==> src/rtl/fp_res_pkg.sv <==
// Shared types for the FP32 multiplier result buffer: result classes, the stored
// entry layout and the combinational classifier.
package fp_res_pkg;

    typedef enum logic [2:0] {
        ZERO   = 3'd0,
        DENORM = 3'd1,
        NORMAL = 3'd2,
        INF    = 3'd3,
        QNAN   = 3'd4,
        SNAN   = 3'd5
    } fp_class_e;

    localparam logic [7:0] EXP_MAX  = 8'hFF;
    localparam logic [7:0] EXP_MAXN = 8'hFE;

    typedef struct packed {
        logic [31:0] data;
        fp_class_e   cls;
        logic        ovrf;
        logic        udrf;
        logic [2:0]  r_mode;
    } fp_res_entry_t;

    function automatic fp_class_e classify(input logic [31:0] z);
        logic [7:0]  e;
        logic [22:0] m;
        e = z[30:23];
        m = z[22:0];
        if (e == 8'h00)
            return (m == '0) ? ZERO : DENORM;
        else if (e == EXP_MAX) begin
            if (m == '0)
                return INF;
            return m[22] ? QNAN : SNAN;
        end
        return NORMAL;
    endfunction

endpackage

==> src/rtl/fp_res_fifo.sv <==
// First-word-fall-through FIFO of result entries. The head entry is kept in a
// register so the outputs are reset to zero and hold their last value when empty.
module fp_res_fifo
    import fp_res_pkg::*;
#(
    parameter int DEPTH = 8
) (
    input  logic                     clk,
    input  logic                     rst_n,
    input  logic                     push_req,
    input  fp_res_entry_t            din,
    input  logic                     out_ready,
    output fp_res_entry_t            dout,
    output logic                     out_valid,
    output logic                     push_ok,
    output logic [$clog2(DEPTH):0]   count,
    output logic                     full,
    output logic                     empty
);

    localparam int AW = $clog2(DEPTH);
    localparam logic [AW:0] CNT_FULL = (AW+1)'(DEPTH);
    localparam logic [AW:0] CNT_ONE  = (AW+1)'(1);

    fp_res_entry_t   mem [DEPTH];
    fp_res_entry_t   head_q;
    logic [AW-1:0]   wr_ptr, rd_ptr, rd_nxt;
    logic [AW:0]     cnt_q;
    logic            pop;

    assign full      = (cnt_q == CNT_FULL);
    assign empty     = (cnt_q == '0);
    assign out_valid = !empty;
    assign pop       = out_valid && out_ready;
    assign push_ok   = push_req && (!full || pop);
    assign rd_nxt    = rd_ptr + 1'b1;
    assign count     = cnt_q;
    assign dout      = head_q;

    always_ff @(posedge clk) begin
        if (push_ok)
            mem[wr_ptr] <= din;
    end

    always_ff @(posedge clk or negedge rst_n) begin
        if (!rst_n) begin
            wr_ptr <= '0;
            rd_ptr <= '0;
            cnt_q  <= '0;
            head_q <= '0;
        end else begin
            if (push_ok)
                wr_ptr <= wr_ptr + 1'b1;
            if (pop)
                rd_ptr <= rd_nxt;
            case ({push_ok, pop})
                2'b10:   cnt_q <= cnt_q + 1'b1;
                2'b01:   cnt_q <= cnt_q - 1'b1;
                default: cnt_q <= cnt_q;
            endcase
            // Next head comes from storage if another entry is queued behind it,
            // otherwise straight from the incoming push. A lone pop holds the value.
            if (pop) begin
                if (cnt_q > CNT_ONE)
                    head_q <= mem[rd_nxt];
                else if (push_ok)
                    head_q <= din;
            end else if (push_ok && empty) begin
                head_q <= din;
            end
        end
    end

endmodule

==> src/rtl/fp_mul_result_buffer.sv <==
// Capture stage for FP32 multiplier results: classify, buffer, count events.
// Optional FP_RES_FLAG_CHECK_EN adds a sticky flag_mismatch output.
module fp_mul_result_buffer
    import fp_res_pkg::*;
#(
    parameter int DEPTH = 8,
    parameter int CNT_W = 16
) (
    input  logic                     clk,
    input  logic                     rst_n,
    input  logic                     in_valid,
    input  logic [31:0]              fp_Z,
    input  logic                     ovrf,
    input  logic                     udrf,
    input  logic [2:0]               r_mode,
    output logic                     out_valid,
    input  logic                     out_ready,
    output logic [31:0]              out_data,
    output logic [2:0]               out_class,
    output logic                     out_ovrf,
    output logic                     out_udrf,
    output logic [2:0]               out_r_mode,
    output logic                     full,
    output logic                     empty,
    output logic [$clog2(DEPTH):0]   count,
    output logic [CNT_W-1:0]         ovrf_cnt,
    output logic [CNT_W-1:0]         udrf_cnt,
    output logic [CNT_W-1:0]         drop_cnt,
    input  logic                     cnt_clr
`ifdef FP_RES_FLAG_CHECK_EN
    ,
    output logic                     flag_mismatch
`endif
);

    fp_class_e     in_cls;
    fp_res_entry_t in_entry, head;
    logic          push_ok, drop;

    assign in_cls   = classify(fp_Z);
    assign in_entry = '{data: fp_Z, cls: in_cls, ovrf: ovrf, udrf: udrf, r_mode: r_mode};
    assign drop     = in_valid && !push_ok;

    fp_res_fifo #(.DEPTH(DEPTH)) u_fifo (
        .clk       (clk),
        .rst_n     (rst_n),
        .push_req  (in_valid),
        .din       (in_entry),
        .out_ready (out_ready),
        .dout      (head),
        .out_valid (out_valid),
        .push_ok   (push_ok),
        .count     (count),
        .full      (full),
        .empty     (empty)
    );

    assign out_data   = head.data;
    assign out_class  = head.cls;
    assign out_ovrf   = head.ovrf;
    assign out_udrf   = head.udrf;
    assign out_r_mode = head.r_mode;

    function automatic logic [CNT_W-1:0] sat_inc(input logic [CNT_W-1:0] v);
        return (&v) ? v : v + 1'b1;
    endfunction

    always_ff @(posedge clk or negedge rst_n) begin
        if (!rst_n) begin
            ovrf_cnt <= '0;
            udrf_cnt <= '0;
            drop_cnt <= '0;
        end else if (cnt_clr) begin
            ovrf_cnt <= '0;
            udrf_cnt <= '0;
            drop_cnt <= '0;
        end else begin
            if (push_ok && ovrf)
                ovrf_cnt <= sat_inc(ovrf_cnt);
            if (push_ok && udrf)
                udrf_cnt <= sat_inc(udrf_cnt);
            if (drop)
                drop_cnt <= sat_inc(drop_cnt);
        end
    end

`ifdef FP_RES_FLAG_CHECK_EN
    logic [7:0] in_e;
    logic       ov_bad, ud_bad;

    // An overflowed result should saturate to INF or the largest finite value.
    assign in_e   = fp_Z[30:23];
    assign ov_bad = ovrf && (in_cls != INF) && (in_e != EXP_MAXN);
    assign ud_bad = udrf && (in_cls != ZERO) && (in_cls != DENORM);

    always_ff @(posedge clk or negedge rst_n) begin
        if (!rst_n)
            flag_mismatch <= 1'b0;
        else if (cnt_clr)
            flag_mismatch <= 1'b0;
        else if (push_ok && (ov_bad || ud_bad))
            flag_mismatch <= 1'b1;
    end
`endif

endmodule

==> config.mk <==
export PLATFORM = sky130hd
export DESIGN_NAME = fp_mul_result_buffer
export DESIGN_NICKNAME = d
export VERILOG_FILES = /design/src/rtl/fp_res_pkg.sv /design/src/rtl/fp_res_fifo.sv /design/src/rtl/fp_mul_result_buffer.sv
export SDC_FILE = /design/constraint.sdc
export NUM_CORES = 1
export LEC_CHECK = 0
export BUFFER_PORTS_ARGS = -buffer_cell sky130_fd_sc_hd__buf_2
export CORE_ASPECT_RATIO = 0.8
export CORE_UTILIZATION = 40
export DETAILED_ROUTE_END_ITERATION = 8
export HOLD_SLACK_MARGIN = 0.15
export SYNTH_ARGS = -nofsm -noshare
export SYNTH_HDL_FRONTEND = slang
export SYNTH_SLANG_ARGS = --single-unit
==> constraint.sdc <==
create_clock -name clk -period 6.45 [get_ports clk]
set_clock_uncertainty 0.05 [all_clocks]
set_input_delay 1.935 -clock clk [delete_from_list [all_inputs] [get_ports clk]]
set_output_delay 1.935 -clock clk [all_outputs]
set_load 0.02 [all_outputs]
==> impl_metrics.toml, run 1 <==
[global_routing]
grt_pass1_vias = 9875
antenna_found_initial = 0
grt-ovfl-total = 0
grt_pass1_wl_um = 58700
grt_max_degree = 81
grt.total_usage_pct = 17.5

[clocking]
clkTransAtPathRegs_ns = 0.06
cts_sinks = 418
cts_setup_buffers = 0
cts_tree = "done"
htreeDepth = 2
clockRootBuffer = "clkbuf_16"
cts_resized = 0
clock_path_buffers = 3
numCtsBuffers = 43
hold_buffers = 0
clock_latency_ns = 0.57

[detailed_routing]
wirelength_um = 37600
vias_per_cell = 5.47
ant_nets = 0
wl_per_cell_um = 21.0
drtIter0Drc = 812
drc = 0
vias = 9790
firstDrtPassIters = 7

[setup_path]
crit_arrival_ns = 2.15
r2r_end = "u_fifo.dout[37]$_DFFE_PN0P_"
cp-end-kind = "output pin"
cp_max_fo = 8
critPathCapture = "empty"
worstReg2RegStart = "u_fifo.rd_ptr[0]$_DFFE_PN0N_"
ff2ff_path_depth = 6
r2r_slack_ns = 2.91
cp-startpoint = "u_fifo.count[1]$_DFFE_PN0P_"
startpoint_type = "flip-flop"
cp.required_ns = 4.47
critPathKind = "flip-flop to output pin"

[cells_and_area]
mostFrequentLayoutCells = "edfxtp_1, buf_2, nand2_1"
fin_nets = 1252
fillCellCount = 3573
areaGrowthSynthToFinish_pct = 16.9
layout-drive-gt1-share_pct = 27.3
multi_input_area_mm2 = 0.00494
register_area_mm2 = 0.0121
final_common_cell = "edfxtp_1"
antenna_cells = 0

[sta]
min_period_ns = 4.14
final_hold_viol_count = 0
period_share_pct = 64.1
rsz0062_at_grt = "no"
worstMarginPinSlew_ns = 1.05
maxSlewHeadroom_pct = 29.7
setup_viol = 0
tns_ns = 0
finalWorstSetupSlack_ns = 2.31
max_freq_mhz = 242
slew_viol_final = 0

[pwr]
ir_drop_v = 0.000375
power_density_mw_per_mm2 = 451
p_leak_nw = 7.02

[synthesis]
synth-seq-cells = 418
syn_area_mm2 = 0.0172
async_reset_ff_share_pct = 23.4
seq_area_frac_synth_pct = 70.2
yosysWarnings = 0
synth_top_area_share_pct = 55.9
yosys.area.top_type = "edfxtp_1"
synthCells = 1061
synth_area_leaders = "edfxtp_1, dfrtp_1, mux4_2"
synth_ff_type = "edfxtp_1"
synth_fp_nets = 1111
synth_edf_count = 320
ys_types = 64
synth_area_per_cell_um2 = 16.2

[die]
die_h_um = 187
die_area_mm2 = 0.0438
num_io_pins = 137
initial_core_util_pct = 40.8
fp.coreArea_mm2 = 0.0421
num_rows = 67
die_w_um = 234

[placement]
gp_congestion = 0.831
dp_hpwl_um = 21500
dp_slack_ns = 1.96
io_buffer_count = 136

[job]
max-cap-violations = 0

[min_path]
worst_hold_path_type = "flip-flop to flip-flop"

[run_status]
outcome = "completed"
-- worst max-delay path: stages (launching register included) --
cell and delay [ns]:
dfrtp_1 0.45, inv_1 0.11, ha_1 0.32, or3b_4 0.45, inv_2 0.10, buf_2 0.18
-- metal layers --
metal  part of all wire, %  up-vias  GRT usage (%)
met3                   4.0       53           2.52
met4                   1.8        0           4.30
met1                    48     5102           26.3
met2                    46      204           26.8
met5                     0        -              0
li1                      -     4431              -
-- synthesized netlist by cell type (all sizes together) (3+ instances only) --
master / instances
edfxtp: 320
nand2: 117
dfrtp: 98
mux4: 80
nor2: 62
a31oi: 48
a211oi: 39
nor2b: 39
clkbuf: 37
xnor2: 31
nor3: 22
buf: 19
nor4: 18
nand4: 16
nand3: 15
inv: 10
xor2: 10
ha: 8
a21oi: 6
o21ai: 6
and4: 5
nor3b: 4
and2: 3
mux2i: 3
nor4b: 3
o22ai: 3
or3: 3
or4: 3
-- where the power goes --
| group | internal (mW) | switching [mW] | total [mW] |
|---|---|---|---|
| Clock | 1.62 | 1.06 | 2.67 |
| Combinational | 1.19 | 1.52 | 2.71 |
| Sequential | 3.38 | 0.295 | 3.68 |
| Total | 6.18 | 2.87 | 9.06 |
-- sequential cells by signal, indices dropped and copies added, names as in the netlist --
register	count
u_fifo.mem	320
ovrf_cnt	16
udrf_cnt	16
u_fifo.count	4
u_fifo.wr_ptr	3
u_fifo.rd_ptr	3
drop_cnt	16
u_fifo.dout	40
-- kinds of logic after synthesis --
| kind of cell | count (synthesis) | synth area share, % |
|---|---|---|
| xor gates and xnor gates | 41 | 2.09 |
| adders and majority gates | 8 | 0.583 |
| and+or+nand+nor | 325 | 9.91 |
| muxes | 85 | 10.8 |
| buffers and inverters | 66 | 1.67 |
| AOI/OAI and AO/OA | 118 | 4.72 |
| DFF | 418 | 70.2 |
-- worst min path at each step --
stage	cells after the start	endpoint	slack, ns	start
6_report	2	u_fifo.dout[1]$_DFFE_PN0P_	0.48	u_fifo.dout[1]$_DFFE_PN0P_
2_1_floorplan	2	u_fifo.rd_ptr[1]$_DFFE_PN0N_	0.40	u_fifo.rd_ptr[1]$_DFFE_PN0N_
5_1_grt	2	u_fifo.dout[34]$_DFFE_PN0P_	0.52	u_fifo.dout[34]$_DFFE_PN0P_
3_5_place_dp	2	u_fifo.rd_ptr[1]$_DFFE_PN0N_	0.47	u_fifo.rd_ptr[1]$_DFFE_PN0N_
3_3_place_gp	2	u_fifo.rd_ptr[1]$_DFFE_PN0N_	0.47	u_fifo.rd_ptr[1]$_DFFE_PN0N_
4_1_cts	2	u_fifo.rd_ptr[1]$_DFFE_PN0N_	0.49	u_fifo.rd_ptr[1]$_DFFE_PN0N_
-- through the flow --
step / power, mW / util [%] / instances / hold WS [ns] / instance area [µm²]
floorplan: 5.64 / - / 1061 / 0.400 / 17200
global placement: 6.45 / 44.1 / 1709 / 0.469 / 18500
detailed placement: 6.50 / 44.1 / 1709 / 0.471 / 18500
CTS: 9.19 / 47.7 / 1789 / 0.487 / 20100
global route: 9.53 / 47.7 / 1789 / 0.519 / 20100
finish: 9.06 / 47.7 / 1789 / 0.482 / 20100
-- cell type report --
| type | count | share of cell area [%] |
|---|---|---|
| repair buffers | 152 | 4.00 |
| clock buffers | 50 | 5.54 |
| inverters | 10 | 0.187 |
| multi-input cells | 577 | 24.6 |
| well taps | 552 | 3.44 |
| flip-flops and latches | 418 | 60.1 |
| clock inverters | 30 | 2.13 |
(Power assumes the default switching activity.)
==> inputs of run 2 (changes only) <==
==> constraint.sdc (replaced) <==
create_clock -name clk -period 4.2 [get_ports clk]
set_clock_uncertainty 0.05 [all_clocks]
set_input_delay 1.26 -clock clk [delete_from_list [all_inputs] [get_ports clk]]
set_output_delay 1.26 -clock clk [all_outputs]
set_load 0.02 [all_outputs]
==> run 2 against run 1 <==
Against the previous run:
- the run now ends with DRC left
- clock power is 36% higher
- hold slack better by 0.0087 ns
- final area hardly changed
- cell count is 0.22% higher
- flip-flop and latch count stayed put
- first-iteration DRC count is 7.4% lower
- die area stayed put
- combinational power is 65% higher
- global-route usage is 0.12 points higher
- critical path depth stayed put
- largest cell class unchanged
==> impl_metrics.toml, run 2 (synthesized netlist as in run 1, its figures left out) <==
[run_status]
outcome = "complete, but fails checks"
violations = "DRC"

[setup_path]
ff2ff_path_depth = 8
startpoint_type = "flip-flop"
r2r_slack_ns = 1.38
crit_slowest_cell = "or3b_4"
crit_arrival_ns = 2.12
critPathKind = "flip-flop to output pin"
cp_max_fo = 8
slowest_delay_ns = 0.45
r2r_end = "u_fifo.dout[30]$_DFFE_PN0P_"
crit_family = "simple AND/OR/NAND/NOR gates"
cp.required_ns = 2.89
crit_path_cell_trace = "inv_1, ha_1, or3b_4, inv_2, buf_2"
cp-end-kind = "output pin"
critical_path_buf_inv_count = 3
worstReg2RegStart = "u_fifo.count[1]$_DFFE_PN0P_"

[sta]
min_period_ns = 3.43
setup_viol = 0
worstMarginPinSlew_ns = 1.02
maxSlewHeadroom_pct = 31.4
slew_viol_final = 0
max_freq_mhz = 292
final_hold_viol_count = 0
rsz0062_at_grt = "no"
period_share_pct = 81.6
hold_ws_ns = 0.491

[die]
num_io_pins = 137
fp.coreArea_mm2 = 0.0421
initial_core_util_pct = 40.8
die_area_mm2 = 0.0438
die_h_um = 187
num_rows = 67
die_w_um = 234

[global_routing]
antenna_found_initial = 0
grt_pass1_vias = 9973
grt-ovfl-total = 0
grt_pass1_wl_um = 59300
grt_max_degree = 82
grt.total_usage_pct = 17.6

[job]
max-cap-violations = 0

[detailed_routing]
drc = 8
vias = 9815
firstDrtPassIters = 7
wirelength_um = 37900
drtIter0Drc = 752
wl_per_cell_um = 21.1
ant_nets = 0
vias_per_cell = 5.47

[clocking]
cts_sinks = 418
hold_buffers = 0
clock_latency_ns = 0.54
cts_resized = 0
numCtsBuffers = 42
clock_path_buffers = 3
clkTransAtPathRegs_ns = 0.06
htreeDepth = 2
cts_tree = "done"
clockRootBuffer = "clkbuf_16"
cts_setup_buffers = 0

[pwr]
sw_frac_of_total_pct = 32.5
intPower_mw = 9.20
p_leak_nw = 7.00
finalPower_mw = 13.6
power_frac_seq_pct = 40.6
power_switching_mw = 4.42
power_density_mw_per_mm2 = 677
ir_drop_v = 0.000566
power_frac_clock_pct = 26.6
p_comb_share_pct = 32.8

[cells_and_area]
antenna_cells = 0
fin_nets = 1257
postLayoutCoreUtil_pct = 47.8
largest_register_ffs = 320
instances_no_fill = 1793
final_common_cell = "edfxtp_1"
areaGrowthSynthToFinish_pct = 17.0
fillCellCount = 3584
mostFrequentLayoutCells = "edfxtp_1, buf_2, nand2_1"
layout-drive-gt1-share_pct = 27.2
fin_area_mm2 = 0.0201
regMostFlops = "u_fifo.mem"

[placement]
gp_congestion = 0.816
io_buffer_count = 136
place_inst = 1715
placed_cell_area_mm2 = 0.0188
dp_hpwl_um = 21900

[min_path]
hold_path_end = "u_fifo.dout[36]$_DFFE_PN0P_"
hp-start = "u_fifo.dout[36]$_DFFE_PN0P_"
worst_hold_path_type = "flip-flop to flip-flop"
hold_depth = 2
[run 2: changes by cell type in the layout (fill, tap and decap cells not counted), moves of 2 or more]
cell / delta
clkinv_8: -2
nor3b_2: -2
buf_12: +11
nor3_4: +3
bufinv_16: -8
clkinv_1: +6
nor3_2: -3
clkbuf_16: +2
clkinvlp_4: +2
buf_4: -5
nor3b_4: +2
clkbuf_8: +2
[run 2: worst reg2reg max path, cell delays in order, from the launching register on]
cell and delay, ns:
dfrtp_1 0.44, inv_1 0.11, ha_1 0.30, or3b_4 0.45, inv_2 0.10, o21a_2 0.66, buf_4 0.36, nand2_1 0.07
a31oi_1 0.18
[run 2: area by class of cell]
cell class                      instances  area (µm²)  share of cell area, %
Tap cell                              552         691                   3.44
Clock inverter                         25         159                  0.791
Timing Repair Buffer                  158         986                   4.91
Inverter                               10        37.5                  0.187
Sequential cell                       418       12100                   60.0
Multi-Input combinational cell        577        4970                   24.7
Clock buffer                           53        1190                   5.90
[run 2: power groups by stage]
| stage | registers, mW | logic (mW) | clock network [mW] |
|---|---|---|---|
| 6_report | 5.52 | 4.47 | 3.62 |
| 2_1_floorplan | 5.77 | 2.89 | 0 |
| 3_3_place_gp | 5.58 | 4.51 | 0 |
| 5_1_grt | 5.59 | 4.85 | 3.88 |
| 3_5_place_dp | 5.61 | 4.55 | 0 |
| 4_1_cts | 5.53 | 4.57 | 3.71 |
[run 2: stage by stage]
stage               setup TNS [ns]  worst slack [ns]
finish                           0             0.771
global route                     0             0.632
CTS                              0             0.738
detailed placement               0             0.688
global placement                 0             0.756
floorplan                   -22.07            -0.314
[run 2: metal layers]
| metal | part of all wire (%) | vias up | track usage, % |
|---|---|---|---|
| li1 | - | 4442 | - |
| met1 | 47 | 5097 | 26.4 |
| met2 | 46 | 231 | 27.0 |
| met3 | 4.8 | 45 | 2.68 |
| met4 | 1.5 | 0 | 4.15 |
| met5 | 0 | - | 0 |
[run 2: worst max path at each step]
stage / cells past startpoint / to / from
floorplan: 3 / u_fifo.mem[2][0]$_DFFE_PP_ / in_valid
global placement: 6 / u_fifo.mem[5][25]$_DFFE_PP_ / out_ready
detailed placement: 6 / u_fifo.mem[5][25]$_DFFE_PP_ / out_ready
CTS: 5 / empty / u_fifo.count[1]$_DFFE_PN0P_
global route: 5 / empty / u_fifo.count[0]$_DFFE_PN0P_
finish: 5 / empty / u_fifo.count[1]$_DFFE_PN0P_
